[src/rtl/adc_spi_slave.sv]
// ADC128S022-style serial responder: decodes the 3-bit channel address on DIN and shifts
// {4'b0000, sample} out on DOUT. Optional abort counter port: ADC_SPI_SLAVE_ERRCNT_EN.
//
// state    | meaning
// ---------+-------------------------------------------------------------
// ST_IDLE  | CS_n high, DOUT held low, waiting for a chip-select fall
// ST_LOAD  | single cycle: strobe oSTB, capture iDATA into the shift word
// ST_SHIFT | counting SCLK rises, sampling address, driving DOUT on falls
module adc_spi_slave #(
  parameter int         SYNC_STAGES = 2,
  parameter logic [2:0] RESET_CH    = 3'd0
) (
  input  logic        iCLK,
  input  logic        iRST,
  input  logic        iSCLK,
  input  logic        iCS_n,
  input  logic        iDIN,
  output logic        oDOUT,
  output logic [2:0]  oCH,
  output logic        oSTB,
  input  logic [11:0] iDATA,
  output logic        oBUSY
`ifdef ADC_SPI_SLAVE_ERRCNT_EN
  ,
  output logic [7:0]  oERR_CNT
`endif
);

  typedef enum logic [1:0] {
    ST_IDLE,
    ST_LOAD,
    ST_SHIFT
  } state_t;

  logic [SYNC_STAGES-1:0] sclk_sync_q, sclk_sync_d;
  logic [SYNC_STAGES-1:0] cs_sync_q, cs_sync_d;
  logic [SYNC_STAGES-1:0] din_sync_q, din_sync_d;
  logic                   sclk_prev_q, sclk_prev_d;
  logic                   cs_prev_q, cs_prev_d;

  state_t      state_q, state_d;
  logic [3:0]  cnt_q, cnt_d;
  logic [15:0] shift_q, shift_d;
  logic [2:0]  addr_q, addr_d;
  logic [2:0]  ch_q, ch_d;
  logic        dout_q, dout_d;

  logic sclk_s, cs_s, din_s;
  logic sclk_rise, sclk_fall, cs_fall, cs_rise;
  logic last_rise;

  always_comb begin
    sclk_sync_d = {sclk_sync_q[SYNC_STAGES-2:0], iSCLK};
    cs_sync_d   = {cs_sync_q[SYNC_STAGES-2:0], iCS_n};
    din_sync_d  = {din_sync_q[SYNC_STAGES-2:0], iDIN};
    sclk_s      = sclk_sync_q[SYNC_STAGES-1];
    cs_s        = cs_sync_q[SYNC_STAGES-1];
    din_s       = din_sync_q[SYNC_STAGES-1];
    sclk_prev_d = sclk_s;
    cs_prev_d   = cs_s;
    sclk_rise   = sclk_s & ~sclk_prev_q;
    sclk_fall   = ~sclk_s & sclk_prev_q;
    cs_fall     = ~cs_s & cs_prev_q;
    cs_rise     = cs_s & ~cs_prev_q;
    last_rise   = (state_q == ST_SHIFT) && sclk_rise && (cnt_q == 4'd15);
  end

  always_comb begin
    state_d = state_q;
    cnt_d   = cnt_q;
    shift_d = shift_q;
    addr_d  = addr_q;
    ch_d    = ch_q;
    dout_d  = dout_q;
    case (state_q)
      ST_IDLE: begin
        dout_d = 1'b0;
        cnt_d  = 4'd0;
        if (cs_fall) begin
          state_d = ST_LOAD;
          addr_d  = 3'd0;
        end
      end
      ST_LOAD: begin
        shift_d = {4'b0000, iDATA};
        dout_d  = 1'b0;
        state_d = ST_SHIFT;
        if (cs_rise) begin
          state_d = ST_IDLE;
          cnt_d   = 4'd0;
          addr_d  = 3'd0;
        end
      end
      ST_SHIFT: begin
        if (sclk_rise) begin
          cnt_d = cnt_q + 4'd1;
          case (cnt_q)
            4'd2:    addr_d[2] = din_s;
            4'd3:    addr_d[1] = din_s;
            4'd4:    addr_d[0] = din_s;
            default: ;
          endcase
          // Address commits on the 16th rise and takes effect for the next frame.
          if (cnt_q == 4'd15) begin
            ch_d    = addr_q;
            addr_d  = 3'd0;
            state_d = ST_LOAD;
          end
        end else if (sclk_fall && (cnt_q != 4'd0)) begin
          dout_d = shift_q[4'd15 - cnt_q];
        end
        if (cs_rise) begin
          state_d = ST_IDLE;
          cnt_d   = 4'd0;
          dout_d  = 1'b0;
          addr_d  = 3'd0;
        end
      end
      default: state_d = ST_IDLE;
    endcase
  end

  always_ff @(posedge iCLK or posedge iRST) begin
    if (iRST) begin
      sclk_sync_q <= '1;
      cs_sync_q   <= '1;
      din_sync_q  <= '0;
      sclk_prev_q <= 1'b1;
      cs_prev_q   <= 1'b1;
      state_q     <= ST_IDLE;
      cnt_q       <= 4'd0;
      shift_q     <= 16'd0;
      addr_q      <= 3'd0;
      ch_q        <= RESET_CH;
      dout_q      <= 1'b0;
    end else begin
      sclk_sync_q <= sclk_sync_d;
      cs_sync_q   <= cs_sync_d;
      din_sync_q  <= din_sync_d;
      sclk_prev_q <= sclk_prev_d;
      cs_prev_q   <= cs_prev_d;
      state_q     <= state_d;
      cnt_q       <= cnt_d;
      shift_q     <= shift_d;
      addr_q      <= addr_d;
      ch_q        <= ch_d;
      dout_q      <= dout_d;
    end
  end

  assign oDOUT = dout_q;
  assign oCH   = ch_q;
  assign oSTB  = (state_q == ST_LOAD);
  assign oBUSY = (state_q != ST_IDLE);

`ifdef ADC_SPI_SLAVE_ERRCNT_EN
  // done marks a completed 16th rise, so a CS release right after a full frame is not an abort.
  logic       done_q, done_d;
  logic       abort;
  logic [7:0] err_cnt_q, err_cnt_d;

  always_comb begin
    done_d = done_q;
    if ((state_q == ST_IDLE) && cs_fall) begin
      done_d = 1'b0;
    end else if ((state_q == ST_SHIFT) && sclk_rise) begin
      done_d = (cnt_q == 4'd15);
    end
    abort = cs_rise && (state_q != ST_IDLE) && !last_rise &&
            ((cnt_q != 4'd0) || !done_q);
    err_cnt_d = err_cnt_q;
    if (abort && (err_cnt_q != 8'hFF)) begin
      err_cnt_d = err_cnt_q + 8'd1;
    end
  end

  always_ff @(posedge iCLK or posedge iRST) begin
    if (iRST) begin
      done_q    <= 1'b0;
      err_cnt_q <= 8'd0;
    end else begin
      done_q    <= done_d;
      err_cnt_q <= err_cnt_d;
    end
  end

  assign oERR_CNT = err_cnt_q;
`endif

endmodule

[config.mk]
export PLATFORM = sky130hd
export DESIGN_NAME = adc_spi_slave
export DESIGN_NICKNAME = d
export VERILOG_FILES = /design/src/rtl/adc_spi_slave.sv
export SDC_FILE = /design/constraint.sdc
export NUM_CORES = 1
export LEC_CHECK = 0
export ABC_AREA = 1
export CORE_ASPECT_RATIO = 1.1
export CORE_MARGIN = 2
export CORE_UTILIZATION = 47
export DETAILED_ROUTE_END_ITERATION = 7
export GPL_ROUTABILITY_DRIVEN = 0
export MAX_ROUTING_LAYER = met4
export PLACE_DENSITY_LB_ADDON = 0.12
export SLEW_MARGIN = 40
export SYNTH_ARGS = -nofsm -noshare
export SYNTH_HDL_FRONTEND = slang
export SYNTH_SLANG_ARGS = --single-unit
export TNS_END_PERCENT = 100
[constraint.sdc]
create_clock -name iCLK -period 1.85 [get_ports iCLK]
set_input_delay 0.37 -clock iCLK [delete_from_list [all_inputs] [get_ports iCLK]]
set_output_delay 0.37 -clock iCLK [all_outputs]
set_load 0.01 [all_outputs]
# --- Yosys cells after proc, flatten, opt, wreduce, memory -nomap -nowiden ---
# Index checks and enable logic that the tools add are counted.
word_totals:
  word_cells: 78
  ff_bits: 33
  out_inout_bits: 6
  inputBits: 17
classes:
  eq_ne: 15
  n_addsub: 2
  muxes: 25
  n_reduce_logical: 14
  bitwise_logic: 8
  n_lt_le_gt_ge: 1
ops:
  columns: ["op", "n"]
  rows:
  - ["two-way mux 3 bit", 5]
  - ["AND reduction 5 bit", 3]
  - ["two-way mux 4 bit", 3]
  - ["!= test 4 x 2 -> 1 bit, second input constant", 3]
  - ["case mux 4 bit (3 select lines)", 1]
  - ["AND reduction 3 bit", 4]
  - ["two-way mux 2 bit", 5]
  - ["case mux 3 bit (3 select lines)", 1]
  - ["equality test 4 x 2 -> 1 bit, second input constant", 2]
  - ["two-way mux 1 bit", 7]
  - ["!= test 3 x 2 -> 1 bit, second input constant", 2]
  - ["!= test 3 bit, second input constant", 2]
  - ["case mux 2 bit (3 select lines)", 1]
  - ["< comparator 4 x 5 -> 1 bit, second input constant", 1]
  - ["adder 4 x 1 -> 4 bit, second input constant", 1]
  - ["bitwise AND 1 bit", 4]
  - ["binary-select mux 1 bit (select 4 bit)", 1]
  - ["equality test 4 x 3 -> 1 bit, second input constant", 1]
  - ["equality test 4 bit, second input constant", 1]
  - ["NOT 1 bit", 4]
  - ["nonzero test 2 bit", 2]
  - ["nonzero test 4 bit", 1]
  - ["subtractor 4 bit, first input constant", 1]
  - ["nonzero test 3 bit", 1]
  - ["other kinds (8)", 8]

# --- Logic depth before layout (Yosys ltp) ---
# Gate-level depths: netlist of the first run.
logic_depth:
  depth_word: 7
  ltp_mapped: 9
  depth_no_buf: 8

# --- Worst setup path before layout of the first run ---
# No wires, ideal clock.
synth_path:
  kind: "reg-to-reg"
  start: "register cnt_q[0]"
  end: "register addr_q[0]"
  arrival_ns: 1.244
  path_slack_ns: 0.483
  setup_ns: 0.123
  path_buffers: 1
  path_stages_with_launch: 10
  required_ns: 1.727
  path_cell_list: "dfrtp_1 > buf_4 > clkinv_1 > ha_1 > inv_1 > nor3_1 > nor2_1 > nor2_1 > nand2_1 > nand2_1"
synth_between:
  elab_chain_len: 5
synth_rtl:
  columns: ["element", "line_no", "text"]
  rows:
  - ["from (decl)", "42", "logic [3:0] cnt_q, cnt_d;"]
  - ["from (signal assigned)", "143", "cnt_q <= cnt_d;"]
  - ["equality test 4 bit", "104", "if (cnt_q == 4'd15) begin"]
  - ["two-way mux 3 bit", "104", null]
  - ["two-way mux 3 bit", "95", "if (sclk_rise) begin"]
  - ["two-way mux 3 bit", "112", "if (cs_rise) begin"]
  - ["case mux 3 bit (3 select lines)", "75", "case (state_q)"]
  - ["to (signal assigned)", "145", "addr_q <= addr_d;"]
  - ["to (decl)", "44", "logic [2:0] addr_q, addr_d;"]
# Several ways; a longest one is shown, not always the timed one. The select of a mux whose other input is x is not followed.
# A chain may end at the register's enable or synchronous reset.

# --- Worst setup path in the final report of the first run ---
layout_path:
  start: "register dout_q, in the netlist oDOUT"
  end: "output port oDOUT"
layout_lines:
  columns: ["element", "line_no", "text"]
  rows:
  - ["from (decl)", "46", "logic dout_q, dout_d;"]
  - ["from (signal assigned)", "147", "dout_q <= dout_d;"]
  - ["to (decl)", "18", "output logic oDOUT,"]
# No word-level cell between the ends.

==> reports/results.tsv, run 1 <==
stage	metric	value	unit
critical_path	critPathBufInv	1	
global_routing	grt_overflow	0	
global_routing	antenna_found_initial	0	
clock_tree	cts_buffers	5	
logic_synthesis	synth_cell_types	19	
drt	firstDrtPassIters	4	
critical_path	path_delay_family	buffers and inverters	
logic_synthesis	syn_area_per_cell	8.00	um^2
global_routing	grt_pass1_vias	1273	
logic_synthesis	synth_warnings	0	
pwr	vdd_drop_max	0.000648	V
cells_and_area	fill_cells	303	
drt	via_per_inst	4.86	
clock_tree	insertion_delay	0.32	ns
clock_tree	cts.htree.levels	2	
clock_tree	clk_path_buf_depth	2	
floorplan	dieArea	0.00376	mm^2
cells_and_area	nNetsFinal	243	
global_routing	grt_util_all_layers	18.6	%
status	status	finished, final reports clean	
timing	finalSetupTns	0	ns
logic_synthesis	synth_most_common_cell	nand2_1	
global_routing	grtUsageMet1	22.4	%
cells_and_area	synthToLayoutAreaGrowth	21.6	%
timing	final-max-slew-violation-count	0	
timing	min_period	1.59	ns
global_routing	grt_busiest_layer	met2	
global_routing	grt_pass1_wl	5180	um
pwr	leakage	0.966	nW
timing	max_slew.worst_pin.slew	0.399	ns
logic_synthesis	synth_cells	193	
place	place_hpwl	2060	um
drt	num_vias	1255	
critical_path	path_class	reg2out	
drt	wl_per_cell	11.1	um
logic_synthesis	yosys-top-cells-count	nand2_1, inv_1, dfrtp_1, o21ai_0, nor2_1	
clock_tree	hold_buffers	0	
critical_path	path_max_fanout	2	
timing	fin_ws	0.260	ns
floorplan	io_pins	23	
logic_synthesis	synth_fp_nets	213	
clock_tree	clkTransAtPathRegs	0.09	ns
global_routing	grt_max_degree	34	
drt	finalWirelength	2850	um
logic_synthesis	synth.area.top_cells	dfrtp_1, nand2_1, dfstp_2	
floorplan	coreArea	0.00310	mm^2
timing	max_freq	0.629	GHz
pwr	powerDensity	1200	mW/mm^2
critical_path	cp_data_arrival_time	1.22	ns
critical_path	worstPathRequired	1.48	ns
timing	period_share	86.0	%
logic_synthesis	synth_area	0.00154	mm^2
floorplan	fp-row-count	21	
timing	hold_viol_final	0	
drt	ant_nets	0	
drt	drc	0	
logic_synthesis	synth-seq-cells	33	
timing	finalSetupViolCount	0	
logic_synthesis	netlist.area_leader.share	43.8	%
timing	slew_headroom	73.4	%
timing	rsz0062_at_grt	false	
place	dpl_cell_area	0.00181	mm^2
logic_synthesis	yosysSeqAreaShare	54.0	%
logic_synthesis	synth_edf_count	0	
worst_hold_path	min_path_type	reg2reg	
clock_tree	cts_tree	done	
global_routing	use_met2	29.6	%
floorplan	chipWidth	58.7	um
cells_and_area	antenna_cells	0	
logic_synthesis	async_flop_share	100	%
cells_and_area	stdcell_area	0.00188	mm^2
critical_path	cp_slowest_cell	clkdlybuf4s50_1	
place	portBuffers	22	
clock_tree	cts-root-buf	clkbuf_4	
critical_path	max_stage_delay	0.54	ns
logic_synthesis	yosysTopAreaCell	dfrtp_1	
critical_path	endpoint_kind	primary output	
critical_path	critPathLaunchType	flip-flop	
critical_path	path_cells	clkdlybuf4s50_1	
global_routing	grtUsageMet3	6.07	%
place	post-place-ws	0.319	ns
run	maxCapViolCount	0	
drt	first_iter_violations	47	
cells_and_area	post-route-util	60.5	%
floorplan	initial_core_util	49.8	%
logic_synthesis	synth_ff_type	dfrtp_1	
timing	fin_skew	0.00236	ns
cells_and_area	drive_gt1_share	9.82	%
floorplan	die_h	64.1	um
clock_tree	clock-sinks	33	
-- what timing repair did --
item / 4_1_cts / 5_1_grt
setup buffers: 1 / 0
pin swaps: 0 / 0
setup endpoints to repair: 2 / 2
gates resized for setup: 1 / 3
-- cells by family after synthesis --
family          after synthesis  synth area share (%)
fa+ha+maj                     3                  2.43
compound gates               26                  8.43
buf+inv                      36                  9.16
flops                        33                  54.0
xor+xnor                      2                  1.13
simple gates                 93                  24.9
-- layout by cell type (no fill, tap or decap), types with 2 or more instances in the layout --
master,count
nand2_1,56
o21ai_1,3
clkbuf_1,3
dfrtp_1,26
dfstp_2,6
clkdlybuf4s50_1,20
ha_1,3
inv_1,31
nor2_1,16
buf_4,4
xor2_1,2
clkbuf_4,5
dlymetal6s2s_1,2
o21ai_0,22
nor2_2,2
nand2_2,2
nand3_1,15
-- power breakdown --
part / total (mW) / internal, mW / switching [mW]
clock: 0.373 / 0.151 / 0.221
combinational: 0.867 / 0.322 / 0.545
sequential: 1.00 / 0.921 / 0.0838
total: 2.24 / 1.39 / 0.851
-- flip-flops by register name (all words and copies together), names as in the netlist --
register and cells:
shift_q 12, cnt_q 4, addr_q 3, oCH 3
cs_sync_q 2, din_sync_q 2, sclk_sync_q 2, state_q 2
cs_prev_q 1, oDOUT 1, sclk_prev_q 1
-- path summary, 6_finish.rpt --
| kind | from | endpoint | slack, ns | cells after the start |
|---|---|---|---|---|
| min | din_sync_q[0]$_DFF_PP0_ | din_sync_q[1]$_DFF_PP0_ | 0.36 | 0 |
| min reg2reg | din_sync_q[0]$_DFF_PP0_ | din_sync_q[1]$_DFF_PP0_ | 0.36 | 0 |
| max | oDOUT$_DFFE_PP0P_ | oDOUT | 0.26 | 1 |
| max in group asynchronous | iRST | sclk_prev_q$_DFF_PP1_ | 1.11 | 3 |
| max reg2reg | cnt_q[0]$_DFFE_PP0P_ | oDOUT$_DFFE_PP0P_ | 0.33 | 8 |
| min in group asynchronous | iRST | shift_q[3]$_DFFE_PP0N_ | 0.41 | 3 |
-- layer usage --
| metal | part of all wire (%) | vias to the layer above |
|---|---|---|
| met5 | 0 | - |
| met1 | 46 | 586 |
| met4 | 0.21 | 0 |
| met3 | 4.0 | 2 |
| met2 | 50 | 19 |
| li1 | - | 648 |
-- final cells by class --
cell class,count,area [um^2],area share (%)
clock buffer,8,48.8,2.60
timing repair buffer,26,255,13.6
sequential,33,835,44.5
tap,34,42.5,2.27
inverter,33,124,6.60
multi-input combinational,124,572,30.5
-- per-stage QoR --
step                      power, mW  hold slack, ns  instances
after floorplan                1.62           0.331        193
after global placement         1.84           0.335        249
after detailed placement       1.88           0.340        249
after CTS                      2.27           0.361        258
after global routing           2.47           0.369        258
final                          2.24           0.359        258
No activity file was read; power rests on OpenSTA's default activity.
==> inputs of run 2 (changes only) <==
Settings changed: CORE_UTILIZATION 47 to 35, CTS_BUF_LIST from default to sky130_fd_sc_hd__clkbuf_8 sky130_fd_sc_hd__clkbuf_16.
==> reports/results.tsv, run 2 (synthesized netlist as in run 1, its figures left out) <==
stage	metric	value	unit	change
pwr	leakage	0.967	nW	about the same
clock_tree	insertion_delay	0.28	ns	-0.04 ns
pwr	pwr-share-clk	22.4	%	+5.8 points
pwr	powerDensity	1250	mW/mm^2	+4.3%
timing	rsz0062_at_grt	false		
cells_and_area	regMostFlops	shift_q		
pwr	internal_power	1.53	mW	+9.4%
timing	final-max-slew-violation-count	0		unchanged
critical_path	path_cells	nor2_2 > inv_1 > clkdlybuf4s50_1		
pwr	seqPwrFrac	41.8	%	-3.0 points
timing	finalSetupViolCount	0		unchanged
clock_tree	cts-root-buf	clkbuf_8		
drt	m1WireLength	1430	um	+8.9%
drt	firstDrtPassIters	4		unchanged
place	portBuffers	22		unchanged
place	place_hpwl	2210	um	+7.0%
critical_path	cp_data_arrival_time	1.39	ns	+0.17 ns
drt	dr_wl_met3	145	um	+27%
cells_and_area	final_common_cell	nand2_1		
floorplan	die_h	73.7	um	+15%
global_routing	grt_max_degree	34		unchanged
critical_path	path_class	reg2out		
global_routing	grt_overflow	0		unchanged
pwr	vdd_drop_max	0.000506	V	-22%
clock_tree	hold_buffers	0		unchanged
global_routing	grt_pass1_wl	5230	um	+0.95%
floorplan	chipWidth	67.3	um	+15%
drt	first_iter_violations	57		+21%
status	status	finished, final reports clean		
drt	wl_per_cell	11.0	um	-0.20%
cells_and_area	synthToLayoutAreaGrowth	25.0	%	
drt	num_vias	1232		-1.8%
cells_and_area	largest_reg_flops	12		unchanged
drt	wl_met2	1420	um	+0.28%
critical_path	max_stage_delay	0.47	ns	-0.07 ns
timing	min_period	1.76	ns	+0.170 ns
floorplan	fp-row-count	25		+19%
pwr	swShare	36.6	%	-1.3 points
critical_path	critPathBufInv	2		+1
floorplan	initial_core_util	36.0	%	-14 points
timing	period_share	95.2	%	+9.2 points
place	post-place-ws	0.302	ns	-0.0172 ns
timing	max_slew.worst_pin.slew	0.419	ns	+0.0202 ns
cells_and_area	antenna_cells	0		unchanged
run	maxCapViolCount	0		unchanged
cells_and_area	largest_registers	shift_q: 12 flops, cnt_q: 4 flops		
critical_path	critPathLaunchType	flip-flop		
worst_hold_path	min_path_type	reg2reg		
floorplan	coreArea	0.00429	mm^2	+38%
drt	ant_nets	0		unchanged
cells_and_area	nNetsFinal	242		-0.41%
cells_and_area	drive_gt1_share	9.87	%	+0.044 points
timing	fin_skew	0.00493	ns	+0.00257 ns
pwr	p_switching	0.882	mW	+3.7%
floorplan	dieArea	0.00496	mm^2	+32%
critical_path	endpoint_kind	primary output		
clock_tree	cts.htree.levels	2		unchanged
timing	finalSetupTns	0	ns	unchanged
clock_tree	clkTransAtPathRegs	0.06	ns	-0.03 ns
critical_path	path_delay_family	buffers and inverters		
drt	via_per_inst	4.45		-8.6%
timing	max_freq	0.568	GHz	-9.7%
floorplan	io_pins	23		unchanged
clock_tree	cts_tree	done		
clock_tree	clock-sinks	33		unchanged
pwr	share_comb_of_total_power	35.7	%	-2.9 points
critical_path	cp_slowest_cell	clkdlybuf4s50_1		
timing	fin_ws	0.0893	ns	-0.170 ns
clock_tree	post_cts.repair.setup_buffers	0		-1
global_routing	antenna_found_initial	0		unchanged
timing	slew_headroom	72.0	%	-1.3 points
drt	drc	0		unchanged
critical_path	worstPathRequired	1.48	ns	about the same
clock_tree	clk_path_buf_depth	2		unchanged
timing	hold_viol_final	0		unchanged
drt	finalWirelength	3060	um	+7.2%
clock_tree	cts_buffers	5		unchanged
global_routing	grt_pass1_vias	1263		-0.79%
global_routing	grt_util_all_layers	14.9	%	-3.7 points
critical_path	path_max_fanout	6		+4
cells_and_area	final_cell_mix	nand2_1, inv_1, dfrtp_1		
drt	dr.max_layer_used	met4		
## run 2: cell count changes in the layout (fill, tap and decap cells not counted), sizes merged
cell | before | now
inv | 32 | 34
clkdlybuf4s50 | 20 | 21
clkbuf | 8 | 6
dlygate4sd2 | 0 | 1
buf | 4 | 3
dlymetal6s2s | 2 | 0
## run 2: timing repair
| action | 4_1_cts | 5_1_grt |
|---|---|---|
| pin swaps | 1 | 0 |
| setup endpoints to repair | 1 | 1 |
| resized for setup | 1 | 2 |
## run 2: stage by stage
step                cell area (um^2)  power, mW  util [%]  std cells  hold WS, ns
floorplan                       1540       1.62         -        193        0.331
global placement                1840       1.86      42.9        269        0.333
detailed placement              1840       1.89      42.9        269        0.336
CTS                             1930       2.44      44.9        277        0.351
global route                    1930       2.62      45.0        277        0.359
finish                          1930       2.41      45.0        277        0.348
## run 2: metal layers
metal	up-vias	track usage (%)
li1	644	-
met1	556	16.9
met2	25	23.8
met3	7	5.05
met4	0	6.80
met5	-	-
## run 2: area by class of cell
class                   instances  area (um^2)
multi-input cells             124          572
inverters                      33          124
repair buffers                 25          241
flip-flops and latches         33          835
clock buffers                   6         82.6
fillers                       435         2360
clock inverters                 2         7.51
well taps                      54         67.6
## run 2: power groups by stage
stage / Combinational, mW / Clock (mW) / Sequential [mW]
global placement: 0.850 / 0 / 1.01
CTS: 0.870 / 0.562 / 1.00
detailed placement: 0.868 / 0 / 1.02
floorplan: 0.629 / 0 / 0.993
finish: 0.861 / 0.540 / 1.01
global route: 1.00 / 0.591 / 1.03
## run 2: final timing paths
kind / cells past startpoint / end / startpoint / slack (ns)
worst max-delay path: 3 / oBUSY / state_q[1]$_DFFE_PP0P_ / 0.09
worst min-delay path: 0 / din_sync_q[1]$_DFF_PP0_ / din_sync_q[0]$_DFF_PP0_ / 0.35
worst max register to register: 7 / addr_q[1]$_DFFE_PP0P_ / cs_sync_q[1]$_DFF_PP1_ / 0.31
worst min register to register: 0 / din_sync_q[1]$_DFF_PP0_ / din_sync_q[0]$_DFF_PP0_ / 0.35
max in group asynchronous: 3 / sclk_sync_q[0]$_DFF_PP1_ / iRST / 1.04
min in group asynchronous: 3 / shift_q[0]$_DFFE_PP0N_ / iRST / 0.48
==> inputs of run 3 (changes only) <==
Settings changed: CORE_UTILIZATION 35 to 37.
==> reports/results.tsv, run 3 (synthesized netlist as in run 1, its figures left out) <==
stage	metric	value	unit	change
cells_and_area	antenna_cells	0		unchanged
drt	wl_met2	1400	um	-1.5%
drt	num_vias	1252		+1.6%
cells_and_area	largest_registers	shift_q: 12 flops, cnt_q: 4 flops		
place	post-place-ws	0.289	ns	-0.0127 ns
cells_and_area	post-route-util	48.5	%	+3.4 points
place	place_inst	267		-0.74%
critical_path	path_cells	inv_1 > nor2_2 > clkdlybuf4s50_1		
timing	final-max-slew-violation-count	0		unchanged
drt	m1WireLength	1460	um	+2.0%
cells_and_area	nNetsFinal	243		+0.41%
clock_tree	cts-root-buf	clkbuf_8		
place	place_hpwl	2200	um	-0.39%
floorplan	chipWidth	65.6	um	-2.6%
clock_tree	cts_buffers	5		unchanged
clock_tree	hold_buffers	0		unchanged
drt	drc	0		unchanged
drt	first_iter_violations	28		-51%
clock_tree	clk_path_buf_depth	2		unchanged
timing	max_slew.worst_pin.slew	0.414	ns	-0.00527 ns
floorplan	initial_core_util	38.7	%	+2.6 points
critical_path	endpoint_kind	primary output		
critical_path	cp_data_arrival_time	1.42	ns	+0.03 ns
clock_tree	cts.htree.levels	2		unchanged
critical_path	cp_slowest_cell	clkdlybuf4s50_1		
drt	wl_per_cell	11.0	um	-0.16%
worst_hold_path	min_path_type	reg2reg		
timing	min_period	1.79	ns	+0.0338 ns
floorplan	coreArea	0.00399	mm^2	-6.8%
floorplan	dieArea	0.00471	mm^2	-5.1%
floorplan	fp-row-count	24		-4.0%
timing	max_freq	0.557	GHz	-1.9%
drt	dr_wl_met3	122	um	-16%
global_routing	antenna_found_initial	0		unchanged
timing	slew_headroom	72.4	%	+0.35 points
timing	fin_skew	0.0103	ns	+0.00537 ns
critical_path	worstPathRequired	1.48	ns	about the same
pwr	vdd_drop_max	0.000793	V	+57%
timing	period_share	97.0	%	+1.8 points
pwr	leakage	0.969	nW	+0.24%
cells_and_area	final_cell_mix	nand2_1, inv_1, dfrtp_1		
critical_path	critPathLaunchType	flip-flop		
drt	ant_nets	0		unchanged
floorplan	die_h	71.8	um	-2.6%
critical_path	path_max_fanout	3		-3
drt	finalWirelength	3040	um	-0.52%
drt	firstDrtPassIters	4		unchanged
critical_path	path_delay_family	buffers and inverters		
global_routing	grt_overflow	0		unchanged
global_routing	grt_pass1_wl	5420	um	+3.6%
timing	finalSetupViolCount	0		unchanged
pwr	powerDensity	1250	mW/mm^2	about the same
global_routing	grt_util_all_layers	15.5	%	+0.57 points
critical_path	max_stage_delay	0.55	ns	+0.08 ns
clock_tree	cts_tree	done		
drt	via_per_inst	4.54		+2.0%
pwr	power.total	2.41	mW	+0.27%
cells_and_area	synthToLayoutAreaGrowth	25.4	%	
cells_and_area	largest_reg_flops	12		unchanged
place	dpl_cell_area	0.00183	mm^2	-0.14%
clock_tree	clock-sinks	33		unchanged
clock_tree	insertion_delay	0.29	ns	about the same
cells_and_area	stdcell_area	0.00194	mm^2	+0.32%
cells_and_area	drive_gt1_share	10.3	%	+0.40 points
run	maxCapViolCount	0		unchanged
cells_and_area	instances_no_fill	276		-0.36%
critical_path	critPathBufInv	2		unchanged
critical_path	ff2ff_setup_slack	0.29	ns	-0.02 ns
place	portBuffers	22		unchanged
clock_tree	clkTransAtPathRegs	0.06	ns	about the same
timing	hold_viol_final	0		unchanged
floorplan	io_pins	23		unchanged
timing	fin_ws	0.0555	ns	-0.0338 ns
cells_and_area	final_common_cell	nand2_1		
drt	dr.max_layer_used	met4		
status	status	finished, final reports clean		
cells_and_area	regMostFlops	shift_q		
global_routing	grt_pass1_vias	1263		unchanged
critical_path	path_class	reg2out		
global_routing	grt_max_degree	34		unchanged
[run 3: cell type report]
type	instances	area [um^2]
Sequential cell	33	835
Multi-Input combinational cell	124	572
Tap cell	52	65.1
Fill cell	389	2060
Clock inverter	2	7.51
Inverter	33	124
Timing Repair Buffer	26	250
Clock buffer	6	82.6
[run 3: repair_timing]
item / in CTS / in global routing
setup endpoints to repair: 0 / 2
hold endpoints to repair: 0 / 0
gates resized for setup: 0 / 2
setup buffers: 0 / 1
[run 3: routing by layer]
metal | vias to the layer above | GRT usage (%)
met2 | 18 | 23.9
li1 | 652 | -
met4 | 0 | 6.48
met3 | 7 | 5.02
met5 | - | -
met1 | 575 | 18.8
[run 3: through the flow]
| step | hold WS (ns) | TNS (ns) |
|---|---|---|
| finish | 0.348 | 0 |
| global route | 0.362 | -0.00175 |
| CTS | 0.351 | 0 |
| detailed placement | 0.337 | 0 |
| global placement | 0.333 | 0 |
| floorplan | 0.331 | 0 |
[run 3: final timing paths]
check | start | to | cells after the start
setup reg to reg | cs_sync_q[1]$_DFF_PP1_ | addr_q[0]$_DFFE_PP0P_ | 7
max in group asynchronous | iRST | sclk_sync_q[1]$_DFF_PP1_ | 3
hold reg to reg | din_sync_q[0]$_DFF_PP0_ | din_sync_q[1]$_DFF_PP0_ | 0
setup / recovery | state_q[0]$_DFFE_PP0P_ | oSTB | 3
min in group asynchronous | iRST | cnt_q[0]$_DFFE_PP0P_ | 3
hold / removal | din_sync_q[0]$_DFF_PP0_ | din_sync_q[1]$_DFF_PP0_ | 0
[run 3: where the power goes]
group	switching (mW)	internal [mW]	total, mW	leakage, nW
Sequential	0.0874	0.923	1.01	0.411
Combinational	0.539	0.326	0.865	0.505
Clock	0.247	0.292	0.539	0.0538
